`src/rtl/fifo_pkg.sv`:
```
// Shared types and defaults for the synchronous FIFO and its read-side stream adapter.
// The reader state is fully described by (occupancy, read-in-flight).
package fifo_pkg;

  localparam int DATA_WIDTH_DEFAULT  = 8;
  localparam int ADDR_WIDTH_DEFAULT  = 5;
  localparam int COUNT_WIDTH_DEFAULT = 16;

  typedef logic [DATA_WIDTH_DEFAULT-1:0] word_t;
  typedef logic [1:0]                    occ_t;

  typedef enum logic [2:0] {
    RD_IDLE,
    RD_FILL,
    RD_ONE,
    RD_ONE_FILL,
    RD_FULL
  } rd_state_e;

  // Any other (occ, in_flight) pair breaks the occ + in_flight <= 2 invariant;
  // treating it as FULL stops further reads unless a word leaves.
  function automatic rd_state_e rd_state(input occ_t occ, input logic in_flight);
    case ({occ, in_flight})
      3'b000:  return RD_IDLE;
      3'b001:  return RD_FILL;
      3'b010:  return RD_ONE;
      3'b011:  return RD_ONE_FILL;
      default: return RD_FULL;
    endcase
  endfunction

endpackage

```
`src/rtl/fifo_skid_buf.sv`:
```
// Two-entry register buffer absorbing the FIFO's one-cycle read latency.
// slot0 is always the head; pushes land at the tail and preserve arrival order.
module fifo_skid_buf
  import fifo_pkg::*;
#(
  parameter int DATA_WIDTH = DATA_WIDTH_DEFAULT
) (
  input  logic                  clk,
  input  logic                  rst,
  input  logic                  push,
  input  logic [DATA_WIDTH-1:0] push_data,
  input  logic                  pop,
  output logic [DATA_WIDTH-1:0] head,
  output occ_t                  occ
);

  logic [DATA_WIDTH-1:0] slot0_q, slot0_d;
  logic [DATA_WIDTH-1:0] slot1_q, slot1_d;
  occ_t                  occ_q, occ_d;
  logic                  do_pop;

  always_comb begin
    // NOTE: every signal gets a default before any branch, so no path leaves it unassigned and no latch is inferred.
    slot0_d = slot0_q;
    slot1_d = slot1_q;
    occ_d   = occ_q;
    do_pop  = pop && (occ_q != 2'd0);

    case (occ_q)
      2'd0: begin
        if (push) begin
          slot0_d = push_data;
          occ_d   = 2'd1;
        end
      end
      2'd1: begin
        case ({push, do_pop})
          2'b10: begin
            slot1_d = push_data;
            occ_d   = 2'd2;
          end
          2'b01: occ_d = 2'd0;
          2'b11: slot0_d = push_data;
          default: ;
        endcase
      end
      2'd2: begin
        // A push without a pop here would overflow; the issue logic never allows it.
        if (do_pop) begin
          slot0_d = slot1_q;
          if (push) slot1_d = push_data;
          else      occ_d   = 2'd1;
        end
      end
      default: occ_d = 2'd0;
    endcase
  end

  always_ff @(posedge clk) begin
    if (rst) begin
      // NOTE: the data slots are reset too (only two words wide) so the stream data reads 0 out of reset.
      slot0_q <= '0;
      slot1_q <= '0;
      occ_q   <= 2'd0;
    end else begin
      // NOTE: state registers use non-blocking assignments so every flop samples pre-edge values.
      slot0_q <= slot0_d;
      slot1_q <= slot1_d;
      occ_q   <= occ_d;
    end
  end

  assign head = slot0_q;
  assign occ  = occ_q;

endmodule

```
`src/rtl/fifo_stream_reader.sv`:
```
// Drains a 1-cycle-latency FIFO read port onto a valid/ready stream at up to one word per cycle.
// Reads are issued only when the skid buffer is guaranteed a free slot at capture time.
module fifo_stream_reader
  import fifo_pkg::*;
#(
  parameter int DATA_WIDTH  = DATA_WIDTH_DEFAULT,
  parameter int COUNT_WIDTH = COUNT_WIDTH_DEFAULT
) (
  input  logic                   clk,
  input  logic                   rst,
  input  logic [DATA_WIDTH-1:0]  fifo_data,
  input  logic                   fifo_empty,
  output logic                   fifo_rd_en,
  output logic [DATA_WIDTH-1:0]  m_data,
  output logic                   m_valid,
  input  logic                   m_ready,
  output logic [COUNT_WIDTH-1:0] word_count
);

  occ_t                   occ;
  logic                   in_flight_q, in_flight_d;
  logic [COUNT_WIDTH-1:0] word_count_q, word_count_d;
  logic                   pop;
  logic                   has_room;
  rd_state_e              state;

  assign m_valid = (occ != 2'd0);
  assign pop     = m_valid && m_ready;

  always_comb begin
    state    = rd_state(occ, in_flight_q);
    has_room = 1'b0;
    // With two words already committed, a new read only fits if one leaves this cycle.
    case (state)
      RD_IDLE, RD_FILL, RD_ONE: has_room = 1'b1;
      RD_ONE_FILL, RD_FULL:     has_room = pop;
      default:                  has_room = 1'b0;
    endcase

    fifo_rd_en   = !rst && !fifo_empty && has_room;
    in_flight_d  = fifo_rd_en;
    word_count_d = word_count_q + COUNT_WIDTH'(pop);
  end

  always_ff @(posedge clk) begin
    if (rst) begin
      in_flight_q  <= 1'b0;
      word_count_q <= '0;
    end else begin
      in_flight_q  <= in_flight_d;
      word_count_q <= word_count_d;
    end
  end

  fifo_skid_buf #(
    .DATA_WIDTH(DATA_WIDTH)
  ) u_skid (
    .clk      (clk),
    .rst      (rst),
    .push     (in_flight_q),
    .push_data(fifo_data),
    .pop      (pop),
    .head     (m_data),
    .occ      (occ)
  );

  assign word_count = word_count_q;

endmodule
```
`config.mk`:
```
export PLATFORM = sky130hd
export DESIGN_NAME = fifo_stream_reader
export DESIGN_NICKNAME = d
export VERILOG_FILES = /design/src/rtl/fifo_pkg.sv /design/src/rtl/fifo_skid_buf.sv /design/src/rtl/fifo_stream_reader.sv
export SDC_FILE = /design/constraint.sdc
export NUM_CORES = 1
export LEC_CHECK = 0
export ABC_AREA = 1
export CORE_MARGIN = 2
export CORE_UTILIZATION = 42
export DETAILED_ROUTE_END_ITERATION = 10
export PLACE_DENSITY = 0.75
export SYNTH_ARGS = -nofsm -noshare
export SYNTH_HDL_FRONTEND = slang
export SYNTH_HIERARCHICAL = 1
export SYNTH_SLANG_ARGS = --single-unit
```
`constraint.sdc`:
```
create_clock -name clk -period 3 [get_ports clk]
set_clock_uncertainty 0.15 [all_clocks]
set_input_delay 0.6 -clock clk [delete_from_list [all_inputs] [get_ports clk]]
set_output_delay 0.6 -clock clk [all_outputs]
set_load 0.005 [all_outputs]
```
# ---- After elaboration in Yosys (flattened, before gate mapping)
# Index checks and enable logic that the tools add are counted.
dict set report totals {
  ff_bits 35
  in_bits 12
  wordCells 56
}
dict set report classes {
  addsub 1
  n_eq_ne 19
  muxes 14
  n_reduce_logical 17
}
# op count
set op_table {}
lappend op_table {{$mux 8} 5}
lappend op_table {{$pmux 8 s3} 1}
lappend op_table {{$add 16x1->16} 1}
lappend op_table {{$pmux 8 s2} 1}
lappend op_table {{$eq 3x2->1 const B} 4}
lappend op_table {{$pmux 3 s4} 1}
lappend op_table {{$reduce_and 4->1} 3}
lappend op_table {{$ne 2x2->1 const B} 4}
lappend op_table {{$eq 2x2->1 const B} 3}
lappend op_table {{$eq 3x1->1 const B} 2}
lappend op_table {{$logic_not 3->1} 2}
lappend op_table {{$mux 2} 3}
lappend op_table {{$pmux 2 s3} 1}
lappend op_table {{$eq 2x1->1 const B} 2}
lappend op_table {{$logic_and 1x1->1} 4}
lappend op_table {{$ne 2x1->1 const B} 2}
lappend op_table {{$pmux 2 s2} 1}
lappend op_table {{$reduce_bool 2->1} 2}
lappend op_table {{$eq 3x3->1 const B} 1}
lappend op_table {{$ne 3x1->1 const B} 1}
lappend op_table {{$reduce_bool 3->1} 1}
lappend op_table {{$reduce_or 3->1} 1}
lappend op_table {{$logic_not 1->1} 2}
lappend op_table {{$logic_not 2->1} 1}
lappend op_table {{2 further kinds} 2}

# ---- Logic depth before layout (Yosys ltp)
dict set report logic_depth {
  ltp_word 6
  depth_mapped 10
  depth_no_buf 9
}

# ---- Modules after synthesis
# Netlist, hierarchy kept.
# module n_inst cells_per_inst area_each_um2 seq_area_each_um2
set modules_own_cells {}
lappend modules_own_cells {fifo_skid_buf 1 143 980.9 360.3}
lappend modules_own_cells {fifo_stream_reader 1 122 853.3 340.3}

# ---- Worst setup path before layout
# Ideal clock, no wire load.
dict set report synth_path {
  path_type {input to register}
  start {input m_ready}
  end {register word_count_q[10], in the netlist word_count[10]}
  arrival_time_ns 1.678
  path_slack_ns 1.044
  path_stages 8
  path_buffers 0
  path_cell_list {o21a_1 > ha_1 > ha_1 > nand2_1 > nor2_4 > nand2_2 > xor2_1 > nor2_1}
}
dict set report synth_between {
  elab_chain_len 2
}
# element line_no
set synth_lines {}
lappend synth_lines {{from (decl)} fifo_stream_reader.sv:16} ;# input logic m_ready,
lappend synth_lines {{$logic_and 1x1->1} fifo_stream_reader.sv:28} ;# assign pop = m_valid && m_ready;
lappend synth_lines {{$add 16x1->16} fifo_stream_reader.sv:42} ;# word_count_d = word_count_q + COUNT_WIDTH'(pop);
lappend synth_lines {{to (signal assigned)} fifo_stream_reader.sv:51} ;# word_count_q <= word_count_d;
lappend synth_lines {{to (decl)} fifo_stream_reader.sv:22} ;# logic [COUNT_WIDTH-1:0] word_count_q, word_count_d;
# No other way between the ends.
# A chain may end at the register's enable or synchronous reset.

# ---- Final worst setup path
dict set report layout_path {
  start {input m_ready}
  end {output fifo_rd_en}
}
dict set report layout_between {
  elab_chain_len 3
}
# element line_no
set layout_lines {}
lappend layout_lines {{$logic_and 1x1->1} fifo_stream_reader.sv:28}
lappend layout_lines {{via pop} fifo_stream_reader.sv:23} ;# logic pop;
lappend layout_lines {{$pmux 1 s2} fifo_stream_reader.sv:34} ;# case (state)
lappend layout_lines {{$logic_and 1x1->1} fifo_stream_reader.sv:40} ;# fifo_rd_en = !rst && !fifo_empty && has_room;
lappend layout_lines {{to (decl)} fifo_stream_reader.sv:13} ;# output logic fifo_rd_en,
# The timed path passes the listed nets, and every way through them passes these cells.

==> results.py <==
metrics = {
    "status": {
        "status": "complete, no violations",
    },
    "critical_path": {
        "critPathLaunchType": "primary input",
        "critPathArrivalTime_ns": 1.88,
        "critical_path_peak_fanout": 2,
        "r2r_slack_ns": 0.83,
        "crit_required_ns": 2.25,
        "end_kind": "output pin",
        "slowest_delay_ns": 0.52,
        "r2r_cells": 9,
        "cp_common_cell": "clkdlybuf4s50_1",
        "cp_slowest_cell": "clkdlybuf4s50_1",
        "worstSetupPathType": "primary input to output pin",
        "cp_num_buf_inv": 2,
        "r2r-start": "u_skid/occ[0]",
        "r2r_end": "word_count[12]",
        "cp_top_family": "buffers and inverters",
        "path_cells": "clkdlybuf4s50_1, o21a_1, nor2_1, nor3_1, clkdlybuf4s50_1",
    },
    "synth": {
        "yosysWarnings": 6,
        "muxShareOfSynthArea_pct": 0,
        "synth_top_family_by_area": "simple AND/OR/NAND/NOR gates",
        "synth_top_area_share_pct": 38.2,
        "synth_simple_gate_area_share_pct": 37.7,
        "yosys_register_bits": 35,
        "ys_seq_area_share_pct": 38.2,
        "synthAdderAreaFrac_pct": 2.05,
        "syn-cell-area_um2": 1830,
        "syn_avg_cell_area_um2": 6.92,
        "synthTopCellsByArea": "dfxtp_1 38%, nand2_1 12%, nand3_1 7.9%, a21oi_1 6.8%, nor2_1 6.1%",
        "synth_cell_types": 28,
        "syn_nets": 280,
        "synth_xor_area_share_pct": 1.43,
        "synth_top_area_cell": "dfxtp_1",
        "syn_inst": 265,
        "synth-compound-area-share_pct": 9.82,
    },
    "clocking": {
        "clock_latency_ns": 0.28,
        "clock_path_buffers": 2,
        "numCtsBuffers": 5,
        "htree_num_levels": 2,
        "clkTransAtPathRegs_ns": 0.07,
        "cts_root_buf": "clkbuf_8",
        "cts_tree": "built",
        "post_cts_buffers": 0,
        "ctsResizeCount": 0,
        "cts_hold_buffers": 0,
        "cts.sinks": 35,
    },
    "layout": {
        "syn2layout_area_growth_pct": 26.4,
        "fin_nets": 320,
        "design_area_um2": 2320,
        "drive_gt1_share_pct": 11.5,
        "filler_cell_count": 439,
        "antennaDiodeCount": 0,
    },
    "hold_path": {
        "min_from": "u_skid/head[5]",
        "whs_endpoint": "u_skid/head[5]",
        "hold_path_depth": 2,
        "hp-class": "register to register",
    },
    "sta": {
        "slew_headroom_pct": 67.9,
        "setup_viol": 0,
        "worst_pin_slew_ns": 0.481,
        "rsz0062_at_grt": "false",
        "finalSetupTns_ns": 0,
        "hold_viol": 0,
        "post-route-min-period_ns": 2.63,
        "fin_crit_sh_pct": 87.7,
        "slew_viol_final": 0,
        "fmax_mhz": 380,
    },
    "global_route": {
        "grt_overflow": 0,
        "antenna_found_initial": 0,
        "grtUsageTotal_pct": 16.5,
        "grt_pass1_wl_um": 6670,
        "grt_pass1_vias": 1531,
        "grt_max_degree": 23,
    },
    "floorplanning": {
        "io_pins": 38,
        "num_rows": 24,
        "start_util_pct": 42.7,
        "fp.dieW_um": 70.1,
        "core_um2": 4290,
        "die_y_um": 70.1,
        "dieArea_um2": 4910,
    },
    "pwr": {
        "p_leak_nw": 0.968,
        "ir_drop_mv": 0.315,
        "powerDensity_nw_per_um2": 706,
    },
    "route": {
        "postRouteAntennaNets": 0,
        "first_iter_violations": 91,
        "drt-pass1-iter-count": 4,
        "avgRoutedWirePerCell_um": 10.6,
        "vias": 1692,
        "drc": 0,
        "totalWireLength_um": 3770,
        "post_drt_via_cell_ratio": 4.74,
    },
    "place": {
        "port_buffers": 37,
        "routabilityCongestion": 0.847,
        "dp_hpwl_um": 2620,
        "placed_area_um2": 2230,
    },
    "run": {
        "maxCapViolCount": 0,
    },
}
==> per-layer routing <==
metal  global-route usage (%)  vias up  part of all wire (%)
li1                         -      922                     -
met1                     20.6      734                    49
met2                     28.0       31                    46
met3                     4.47        5                   4.3
met4                     4.49        0                   1.1
met5                        0        -                     0
==> synthesized netlist by cell type <==
cell / number
ha_1: 3
o21ai_1: 2
nor2_4: 2
inv_1: 29
nand3_1: 29
a21oi_1: 25
nand2_4: 1
nand2_2: 6
buf_4: 1
nor3_1: 4
nor2_2: 2
nand3_2: 6
inv_2: 5
nand2_1: 60
or2_2: 1
o21a_1: 2
clkbuf_1: 1
xnor2_1: 1
clkbuf_2: 1
o21ai_0: 6
nand4_2: 1
nor2_1: 30
dfxtp_1: 35
nand4_1: 4
xor2_1: 2
clkinv_1: 1
buf_6: 4
inv_4: 1
==> worst max path at each step <==
stage                     cells past startpoint             end  slack (ns)     from
after floorplan                               8  word_count[10]        1.04  m_ready
after global placement                        5      fifo_rd_en        0.37  m_ready
after detailed placement                      5      fifo_rd_en        0.36  m_ready
after CTS                                     5      fifo_rd_en        0.35  m_ready
after global routing                          5      fifo_rd_en        0.25  m_ready
final                                         5      fifo_rd_en        0.37  m_ready
==> tightest hold or removal path, stage by stage (launching register included) <==
cell	delay (ns)
dfxtp_1	0.33
a21oi_1	0.04
nor2_1	0.08
==> logic make-up (layout without fill, tap and decap cells) <==
logic type                 Yosys count  after routing
AOI/OAI and AO/OA                   35             35
xor gates and xnor gates             3              3
adders and majority gates            3              3
buffers and inverters               43             83
DFF                                 35             35
and+or+nand+nor                    146            146
==> layout by cell type, fill, tap and decap left out, types with 3 or more instances in the layout <==
cell | Yosys | layout
inv_1 | 29 | 29
clkdlybuf4s50_1 | 0 | 37
nand2_2 | 6 | 6
nor2_1 | 30 | 30
nor3_1 | 4 | 4
dfxtp_1 | 35 | 35
o21ai_0 | 6 | 6
nand4_1 | 4 | 4
nand3_2 | 6 | 6
inv_2 | 5 | 5
nand2_1 | 60 | 60
clkbuf_8 | 0 | 6
ha_1 | 3 | 3
a21oi_1 | 25 | 25
nand3_1 | 29 | 29
buf_4 | 1 | 3
==> cell type report <==
type / count / area (µm²) / share of cell area (%)
flip-flops and latches: 35 / 701 / 30.2
inverters: 36 / 138 / 5.94
repair buffers: 40 / 393 / 16.9
well taps: 52 / 65.1 / 2.81
clock buffers: 6 / 82.6 / 3.56
multi-input cells: 187 / 935 / 40.3
clock inverters: 1 / 5.00 / 0.216
==> report_power, final <==
part	internal, mW	switching, mW
Clock	0.180	0.163
Combinational	0.308	0.381
Sequential	0.547	0.0587
==> through the flow <==
stage	hold WS (ns)	power (mW)	cells	setup WS (ns)	utilization, %
global route	0.355	1.79	357	0.254	54.0
CTS	0.335	1.66	357	0.355	54.0
finish	0.327	1.64	357	0.368	54.0
detailed placement	0.318	1.31	350	0.361	52.0
global placement	0.308	1.29	350	0.372	52.0
floorplan	0.314	1.12	265	1.04	-
==> flip-flops by register name, indices dropped and copies added (netlist names) <==
signal and cells:
in_flight_q 1, u_skid/head 8, u_skid/occ 2, u_skid/slot1_q 8, word_count 16
No activity file was read; power rests on OpenSTA's default activity.
